File: config.mk
export PLATFORM = sky130hd
export DESIGN_NAME = mem_stage_flat
export DESIGN_NICKNAME = d
export VERILOG_FILES = /design/src/rtl/mem_stage_if.sv /design/src/rtl/mem_stage.sv /design/src/flat_wrapper.sv
export SDC_FILE = /design/constraint.sdc
export NUM_CORES = 1
export LEC_CHECK = 0
export BUFFER_PORTS_ARGS = -buffer_cell sky130_fd_sc_hd__buf_2
export CORE_UTILIZATION = 52
export CTS_CLUSTER_DIAMETER = 60
export CTS_CLUSTER_SIZE = 14
export DETAILED_ROUTE_END_ITERATION = 10
export PLACE_DENSITY = 0.87
export SLEW_MARGIN = 20
export SYNTH_ARGS = -nofsm -noshare
export SYNTH_HDL_FRONTEND = slang
export SYNTH_SLANG_ARGS = --single-unit
File: constraint.sdc
create_clock -name clk -period 5.3 [get_ports clk]
set_clock_uncertainty 0.1 [all_clocks]
set_input_delay 1.59 -clock clk [delete_from_list [all_inputs] [get_ports clk]]
set_output_delay 1.59 -clock clk [all_outputs]
set_load 0.01 [all_outputs]
File: src/rtl/mem_stage_if.sv
// Data-memory bus between the memory-access stage (master) and data memory (slave).
// The master raises dmem_req with stable we/addr/wdata and holds them until it samples dmem_ack high.
// dmem_ack completes the access, and dmem_rdata is valid in that same cycle.
interface mem_stage_if;
  logic        dmem_req;
  logic        dmem_we;
  logic [31:0] dmem_addr;
  logic [31:0] dmem_wdata;
  logic        dmem_ack;
  logic [31:0] dmem_rdata;

  modport master (
    output dmem_req, dmem_we, dmem_addr, dmem_wdata,
    input  dmem_ack, dmem_rdata
  );

  modport slave (
    input  dmem_req, dmem_we, dmem_addr, dmem_wdata,
    output dmem_ack, dmem_rdata
  );
endinterface

File: src/rtl/mem_stage.sv
// Memory-access stage: word loads/stores over req/ack with upstream stall,
// registered write-back outputs, misalignment and timeout fault reporting.
module mem_stage #(
  parameter int unsigned TIMEOUT_CYCLES = 255
) (
  input  logic              clk,
  input  logic              rst,
  mem_stage_if.master       dmem,
  input  logic              ex_valid_i,
  input  logic [31:0]       alu_result_i,
  input  logic [31:0]       store_data_i,
  input  logic [4:0]        rd_out_i,
  input  logic              mem_read_i,
  input  logic              mem_write_i,
  input  logic              wb_sel_i,
  input  logic              wb_fp_en_i,
  input  logic              wb_int_en_i,
  output logic              mem_stall_o,
  output logic              wb_valid_o,
  output logic [31:0]       wb_data_o,
  output logic [4:0]        wb_rd_o,
  output logic              wb_fp_en_q_o,
  output logic              wb_int_en_q_o,
  output logic              mem_fault_o,
  output logic              state_o
);

  localparam int CW = $clog2(TIMEOUT_CYCLES + 1);

  typedef enum logic {S_IDLE = 1'b0, S_WAIT = 1'b1} state_e;

  state_e      state_q, state_d;
  logic [CW-1:0] cnt_q, cnt_d;
  logic        req_q, req_d, we_q, we_d;
  logic [31:0] addr_q, addr_d, wdata_q, wdata_d;
  logic [4:0]  rd_q, rd_d;
  logic        sel_q, sel_d, fp_q, fp_d, int_q, int_d;
  logic        wb_valid_q, wb_valid_d;
  logic [31:0] wb_data_q, wb_data_d;
  logic [4:0]  wb_rd_q, wb_rd_d;
  logic        wb_fp_q, wb_fp_d, wb_int_q, wb_int_d;
  logic        fault_q, fault_d;

  logic mem_op, legal, accept, timeout;

  assign mem_op  = ex_valid_i & (mem_read_i | mem_write_i);
  assign legal   = (alu_result_i[1:0] == 2'b00) & ~(mem_read_i & mem_write_i);
  assign accept  = (state_q == S_IDLE) & mem_op & legal;
  // The counter holds the number of WAIT cycles already spent, so the request is held at most TIMEOUT_CYCLES cycles.
  assign timeout = (state_q == S_WAIT) & ~dmem.dmem_ack & (cnt_q == CW'(TIMEOUT_CYCLES - 1));

  always_ff @(posedge clk) begin
    if (rst) state_q <= S_IDLE;
    else     state_q <= state_d;
  end

  always_comb begin
    state_d = state_q;
    case (state_q)
      S_IDLE: if (accept) state_d = S_WAIT;
      S_WAIT: if (dmem.dmem_ack || timeout) state_d = S_IDLE;
      default: state_d = S_IDLE;
    endcase
  end

  always_comb begin
    mem_stall_o = 1'b0;
    cnt_d      = cnt_q;
    req_d      = req_q;
    we_d       = we_q;
    addr_d     = addr_q;
    wdata_d    = wdata_q;
    rd_d       = rd_q;
    sel_d      = sel_q;
    fp_d       = fp_q;
    int_d      = int_q;
    wb_valid_d = 1'b0;
    wb_data_d  = wb_data_q;
    wb_rd_d    = wb_rd_q;
    wb_fp_d    = wb_fp_q;
    wb_int_d   = wb_int_q;
    fault_d    = 1'b0;
    case (state_q)
      S_IDLE: begin
        mem_stall_o = accept;
        if (accept) begin
          req_d   = 1'b1;
          we_d    = mem_write_i;
          addr_d  = {alu_result_i[31:2], 2'b00};
          wdata_d = store_data_i;
          rd_d    = rd_out_i;
          sel_d   = wb_sel_i;
          fp_d    = wb_fp_en_i;
          int_d   = wb_int_en_i;
          cnt_d   = '0;
        end else if (mem_op) begin
          // Misaligned or read+write: retire immediately as a faulting no-op.
          fault_d    = 1'b1;
          wb_valid_d = 1'b1;
          wb_data_d  = alu_result_i;
          wb_rd_d    = rd_out_i;
          wb_fp_d    = 1'b0;
          wb_int_d   = 1'b0;
        end else if (ex_valid_i) begin
          wb_valid_d = 1'b1;
          wb_data_d  = alu_result_i;
          wb_rd_d    = rd_out_i;
          wb_fp_d    = wb_fp_en_i;
          wb_int_d   = wb_int_en_i;
        end
      end
      S_WAIT: begin
        mem_stall_o = ~dmem.dmem_ack;
        if (dmem.dmem_ack) begin
          req_d      = 1'b0;
          wb_valid_d = 1'b1;
          wb_rd_d    = rd_q;
          wb_data_d  = sel_q ? dmem.dmem_rdata : addr_q;
          wb_fp_d    = fp_q & ~we_q;
          wb_int_d   = int_q & ~we_q;
        end else if (timeout) begin
          req_d      = 1'b0;
          fault_d    = 1'b1;
          wb_valid_d = 1'b1;
          wb_rd_d    = rd_q;
          wb_data_d  = addr_q;
          wb_fp_d    = 1'b0;
          wb_int_d   = 1'b0;
        end else begin
          cnt_d = cnt_q + 1'b1;
        end
      end
      default: ;
    endcase
  end

  always_ff @(posedge clk) begin
    if (rst) begin
      cnt_q      <= '0;
      req_q      <= 1'b0;
      we_q       <= 1'b0;
      addr_q     <= '0;
      wdata_q    <= '0;
      rd_q       <= '0;
      sel_q      <= 1'b0;
      fp_q       <= 1'b0;
      int_q      <= 1'b0;
      wb_valid_q <= 1'b0;
      wb_data_q  <= '0;
      wb_rd_q    <= '0;
      wb_fp_q    <= 1'b0;
      wb_int_q   <= 1'b0;
      fault_q    <= 1'b0;
    end else begin
      cnt_q      <= cnt_d;
      req_q      <= req_d;
      we_q       <= we_d;
      addr_q     <= addr_d;
      wdata_q    <= wdata_d;
      rd_q       <= rd_d;
      sel_q      <= sel_d;
      fp_q       <= fp_d;
      int_q      <= int_d;
      wb_valid_q <= wb_valid_d;
      wb_data_q  <= wb_data_d;
      wb_rd_q    <= wb_rd_d;
      wb_fp_q    <= wb_fp_d;
      wb_int_q   <= wb_int_d;
      fault_q    <= fault_d;
    end
  end

  assign dmem.dmem_req   = req_q;
  assign dmem.dmem_we    = we_q;
  assign dmem.dmem_addr  = addr_q;
  assign dmem.dmem_wdata = wdata_q;
  assign wb_valid_o      = wb_valid_q;
  assign wb_data_o       = wb_data_q;
  assign wb_rd_o         = wb_rd_q;
  assign wb_fp_en_q_o    = wb_fp_q;
  assign wb_int_en_q_o   = wb_int_q;
  assign mem_fault_o     = fault_q;
  assign state_o         = state_q;

endmodule
File: src/flat_wrapper.sv
// flat-port wrapper written by rule: the top's interface ports become plain ports
module mem_stage_flat 
#(
  parameter int unsigned TIMEOUT_CYCLES = 255
)
  (clk, rst, ex_valid_i, alu_result_i, store_data_i, rd_out_i, mem_read_i, mem_write_i, wb_sel_i, wb_fp_en_i, wb_int_en_i, mem_stall_o, wb_valid_o, wb_data_o, wb_rd_o, wb_fp_en_q_o, wb_int_en_q_o, mem_fault_o, state_o, dmem_dmem_req, dmem_dmem_we, dmem_dmem_addr, dmem_dmem_wdata, dmem_dmem_ack, dmem_dmem_rdata);
  mem_stage_if dmem_i ();
  input  logic clk;
  input  logic rst;
  input  logic ex_valid_i;
  input  logic [31:0] alu_result_i;
  input  logic [31:0] store_data_i;
  input  logic [4:0] rd_out_i;
  input  logic mem_read_i;
  input  logic mem_write_i;
  input  logic wb_sel_i;
  input  logic wb_fp_en_i;
  input  logic wb_int_en_i;
  output logic mem_stall_o;
  output logic wb_valid_o;
  output logic [31:0] wb_data_o;
  output logic [4:0] wb_rd_o;
  output logic wb_fp_en_q_o;
  output logic wb_int_en_q_o;
  output logic mem_fault_o;
  output logic state_o;
  output wire logic [$bits(dmem_i.dmem_req)-1:0] dmem_dmem_req;
  output wire logic [$bits(dmem_i.dmem_we)-1:0] dmem_dmem_we;
  output wire logic [$bits(dmem_i.dmem_addr)-1:0] dmem_dmem_addr;
  output wire logic [$bits(dmem_i.dmem_wdata)-1:0] dmem_dmem_wdata;
  input wire logic [$bits(dmem_i.dmem_ack)-1:0] dmem_dmem_ack;
  input wire logic [$bits(dmem_i.dmem_rdata)-1:0] dmem_dmem_rdata;
  assign dmem_dmem_req = dmem_i.dmem_req;
  assign dmem_dmem_we = dmem_i.dmem_we;
  assign dmem_dmem_addr = dmem_i.dmem_addr;
  assign dmem_dmem_wdata = dmem_i.dmem_wdata;
  assign dmem_i.dmem_ack = dmem_dmem_ack;
  assign dmem_i.dmem_rdata = dmem_dmem_rdata;
  mem_stage #(.TIMEOUT_CYCLES(TIMEOUT_CYCLES)) u_core (.clk(clk), .rst(rst), .dmem(dmem_i), .ex_valid_i(ex_valid_i), .alu_result_i(alu_result_i), .store_data_i(store_data_i), .rd_out_i(rd_out_i), .mem_read_i(mem_read_i), .mem_write_i(mem_write_i), .wb_sel_i(wb_sel_i), .wb_fp_en_i(wb_fp_en_i), .wb_int_en_i(wb_int_en_i), .mem_stall_o(mem_stall_o), .wb_valid_o(wb_valid_o), .wb_data_o(wb_data_o), .wb_rd_o(wb_rd_o), .wb_fp_en_q_o(wb_fp_en_q_o), .wb_int_en_q_o(wb_int_en_q_o), .mem_fault_o(mem_fault_o), .state_o(state_o));
endmodule
# After elaboration in Yosys (flattened, before gate mapping)
# Cells that the tools add are included.
dict set report word_totals {
  regBits 122
  input_bits 110
  out_inout_bits 109
  word_cells 89
}
dict set report classes {
  addsub 1
  eq_ne 7
  muxes 45
  n_bitwise 14
  reduce_logical 6
}
# operator n
set op_table {}
lappend op_table {{32-bit two-way mux} 6}
lappend op_table {{32-bit case mux with 2 select lines} 1}
lappend op_table {{5-bit two-way mux} 5}
lappend op_table {{8-bit two-way mux} 3}
lappend op_table {{1-bit two-way mux} 21}
lappend op_table {{8-bit case mux with 2 select lines} 1}
lappend op_table {{1-bit case mux with 2 select lines} 7}
lappend op_table {{5-bit case mux with 2 select lines} 1}
lappend op_table {{1-bit AND} 9}
lappend op_table {{8-bit by 1-bit adder with 8-bit output, second input constant} 1}
lappend op_table {{8-bit equality test, second input constant} 1}
lappend op_table {{2-bit != test, second input constant} 3}
lappend op_table {{3-bit AND reduction} 2}
lappend op_table {{1-bit NOT} 4}
lappend op_table {{2-bit AND reduction} 2}
lappend op_table {{3-bit by 2-bit != test with 1-bit output, second input constant} 1}
lappend op_table {{3-bit != test, second input constant} 1}
lappend op_table {{2-bit logical NOT} 1}
lappend op_table {{2-bit by 1-bit != test with 1-bit output, second input constant} 1}
lappend op_table {{1-bit logical OR} 1}
lappend op_table {{1-bit OR} 1}

# Depth between registers and ports, before layout
dict set report logic_depth {
  ltp_word 6
  depth_mapped 8
  mapped_depth_nobuf 6
}

# Worst setup path before layout
# Ideal clock, no wire load.
dict set report synth_timing {
  path_kind {input port to output port}
  startpoint {input mem_write_i}
  endpoint {output mem_stall_o}
  arrival_ps 2315
  required_time_ps 3610
  setup_slack_ps 1295
  path_stages 4
  n_path_buf 1
  cell_sequence {xor2_1 nand3_1 clkbuf_1 nand2_1}
}
dict set report synth_between {
  elab_chain_len 5
  elab_cells_between_ends 8
  classes_between {mux (1); bitwise (7)}
}
# element line_no
set synth_rtl {}
lappend synth_rtl {{start: declaration} flat_wrapper.sv:15} ;# input logic mem_write_i;
lappend synth_rtl {{1-bit OR or 1-bit AND (tied branches)} {mem_stage.sv:46, mem_stage.sv:47}}
lappend synth_rtl {{1-bit AND or 1-bit NOT (tied branches)} {mem_stage.sv:46, mem_stage.sv:47}}
lappend synth_rtl {{1-bit AND (on tied branches)} {mem_stage.sv:48, mem_stage.sv:47}}
lappend synth_rtl {{1-bit AND (*)} mem_stage.sv:48} ;# assign accept = (state_q == S_IDLE) & mem_op & legal;
lappend synth_rtl {{1-bit case mux with 2 select lines (*)} mem_stage.sv:83} ;# case (state_q)
lappend synth_rtl {{end: declaration} flat_wrapper.sv:19} ;# output logic mem_stall_o;
# Mark *: on every way between the ends. The rest lies on a longest branch, timed or not.

# Worst setup path after layout
dict set report layout_timing {
  startpoint {input ex_valid_i}
  endpoint {output mem_stall_o}
}
dict set report layout_between {
  elab_chain_len 4
}
# element line_no
set layout_rtl {}
lappend layout_rtl {{start: declaration} flat_wrapper.sv:10} ;# input logic ex_valid_i;
lappend layout_rtl {{1-bit AND} mem_stage.sv:46} ;# assign mem_op = ex_valid_i & (mem_read_i | mem_write_i);
lappend layout_rtl {{1-bit AND (2 in a row)} mem_stage.sv:48}
lappend layout_rtl {{1-bit case mux with 2 select lines} mem_stage.sv:83}
# Every way passes these cells.

==> out/metrics.cfg <==
[outcome]
status=finished clean

[placement]
dpl-instance-area_sq_mm=0.00636
io_buffers=216
post-place-ws_ns=1.34
routabilityCongestion=0.809
hpwlAfterDp_microns=9720

[cts]
cts_tree=built
cts_resized=0
clk_pin_slew_ns=0.06
clk_path_buf_depth=2
cts_root_buf=clkbuf_8
worstSkewPairLatency_ns=0.51
holdBufCountCts=0
postCtsSetupBuffers=0
h-tree-depth=4
cts_sinks=122
numCtsBuffers=17

[grt]
track_usage_pct=27.7
grt_antenna_before_repair=0
grt_pass1_wl_microns=22800
gr-total-overflow=0
grt_pass1_vias=4778
grt_max_degree=84

[yosys]
synth_xor_area_share_pct=0.330
avgSynthCellArea_sq_um=7.89
synth_top_family_by_area=simple AND/OR/NAND/NOR gates
synthTopCellsByCount=212 x nand2_1, 122 x dfxtp_1, 90 x a21oi_1
synth.most_common_cell=nand2_1
yosys.area.top_type=dfxtp_1
syn-cell-area_sq_mm=0.00531
synth_mux_area_share_pct=6.81
ys_seq_area_share_pct=46.0
synthSimpleGateAreaFrac_pct=23.1
async_reset_ff_share_pct=0
ys_types=37
synth_cells=673
ys_ff_latch=122
synth_edf_count=0
ys_top_cells_by_area=dfxtp_1 46%, nand2_1 15%, a21oi_1 8.5%
synth_flop_cell=dfxtp_1
synthAdderAreaFrac_pct=0.471
synth-compound-area-share_pct=17.6
synth_top_area_share_pct=46.0
ys_warn_count=0

[final_layout]
drive_above_1_share_pct=30.4
fillers=842
nets=971
syn_to_final_growth_pct=31.3
diodes=0
design_area_sq_mm=0.00697

[worst_hold_path]
hold_path_class=reg -> reg

[drt]
viasPerCell=5.42
drc=0
postRouteAntennaNets=0
dr_total_vias=5446
wl_per_cell_microns=15.1
drt_iter0_drc=319
drt_pass1_iterations=5
wirelength_microns=15100

[worst_setup_path]
critical_path_arrival_ns=2.28
cp.required_ns=3.61
critPathKind=in -> out
critPathCaptureType=output port
critPathMaxFanout=4
start_kind=primary input

[timing]
fmax_mhz=252
layout_min_cycle_time_ns=3.97
post-route-period-util_pct=74.9
slew_headroom_pct=23.7
finalHoldViolations=0
setup_ws_ns=1.33
rsz0062_at_grt=no
setup_tns_ns=0
finalMaxSlewViolations=0
setup_viol=0
worst_pin_slew_ns=1.14

[die]
start_util_pct=54.1
ios=219
die_width_microns=103
rows=36
core-area_sq_mm=0.00982
dieHeight_microns=103
die_area_sq_mm=0.0106

[run]
cap_violations=0

[power_and_ir_drop]
peakVddDrop_mv=0.316
power.density_mw_per_mm2=347
cellLeakagePower_nw=3.01

[per-layer routing]
metal  wire length (microns)  track usage (%)
met2                    6900             44.8
met1                    6350             33.8
met3                    1470             9.15
met5                       0                0
met4                     413             11.8
[sequential cells by signal, indices dropped and copies added, names as in the netlist]
signal,cells
u_core.dmem.dmem_req,1
u_core.wb_int_en_q_o,1
u_core.wb_data_o,32
u_core.wb_valid_o,1
u_core.state_o,1
u_core.mem_fault_o,1
u_core.dmem.dmem_addr,30
u_core.wb_rd_o,5
u_core.dmem.dmem_we,1
u_core.int_q,1
u_core.rd_q,5
u_core.sel_q,1
u_core.wb_fp_en_q_o,1
u_core.dmem.dmem_wdata,32
u_core.fp_q,1
u_core.cnt_q,8
[final timing paths]
check                                                             start  slack [ns]                                 endpoint  depth (start not counted)
worst max register to register                u_core.state_o$_SDFF_PP0_        2.65        u_core.wb_data_o[21]$_SDFFE_PP0P_                          4
worst min register to register  u_core.dmem.dmem_wdata[14]$_SDFFE_PP0P_        0.35  u_core.dmem.dmem_wdata[14]$_SDFFE_PP0P_                          2
worst max-delay path                                         ex_valid_i        1.33                              mem_stall_o                          5
worst min-delay path            u_core.dmem.dmem_wdata[14]$_SDFFE_PP0P_        0.35  u_core.dmem.dmem_wdata[14]$_SDFFE_PP0P_                          2
[worst max-delay path, stage by stage]
cell	delay, ns
buf_2	0.10
nor2b_1	0.27
nand3_2	0.13
nand2_1	0.07
buf_2	0.13
[where the power goes]
part / internal [mW] / switching (mW) / leakage, nW
clock: 0.777 / 0.411 / 0.296
sequential: 0.957 / 0.0232 / 0.995
combinational: 0.107 / 0.144 / 1.72
[cell families after synthesis]
logic type	count (synthesis)
flip-flops	122
AO/OA/AOI/OAI	143
multiplexers	36
XOR/XNOR	2
buffers and inverters	63
other	1
AND/OR/NAND/NOR	304
adder cells (fa/ha/maj)	2
[area by class of cell]
| class | count | area (sq um) | share of cell area [%] |
|---|---|---|---|
| inverter | 4 | 15.0 | 0.215 |
| timing repair buffer | 225 | 1150 | 16.5 |
| clock inverter | 11 | 169 | 2.42 |
| clock buffer | 21 | 439 | 6.30 |
| sequential | 122 | 2440 | 35.1 |
| multi-input combinational | 489 | 2580 | 37.1 |
| tap | 133 | 166 | 2.39 |
[cell usage in the layout (no fill, tap or decap), types with 5 or more instances in the layout]
master | Yosys | routed
nand2_1 | 212 | 211
buf_2 | 21 | 215
dfxtp_1 | 122 | 121
nor2_1 | 40 | 40
a211oi_1 | 5 | 5
a21oi_1 | 90 | 90
nand3_1 | 37 | 36
clkbuf_16 | 0 | 16
buf_4 | 6 | 10
mux2i_1 | 35 | 35
a311o_1 | 30 | 30
[stage by stage]
step           power (mW)  hold WS [ns]  utilization (%)  std cells
4_1_cts              2.43         0.352             71.0       1005
3_3_place_gp         1.24         0.338             64.8        973
2_1_floorplan        1.14         0.336                -        674
3_5_place_dp         1.25         0.343             64.8        973
6_report             2.42         0.349             71.0       1005
5_1_grt              2.51         0.369             71.0       1005
Power figures use the tool's default switching activity.
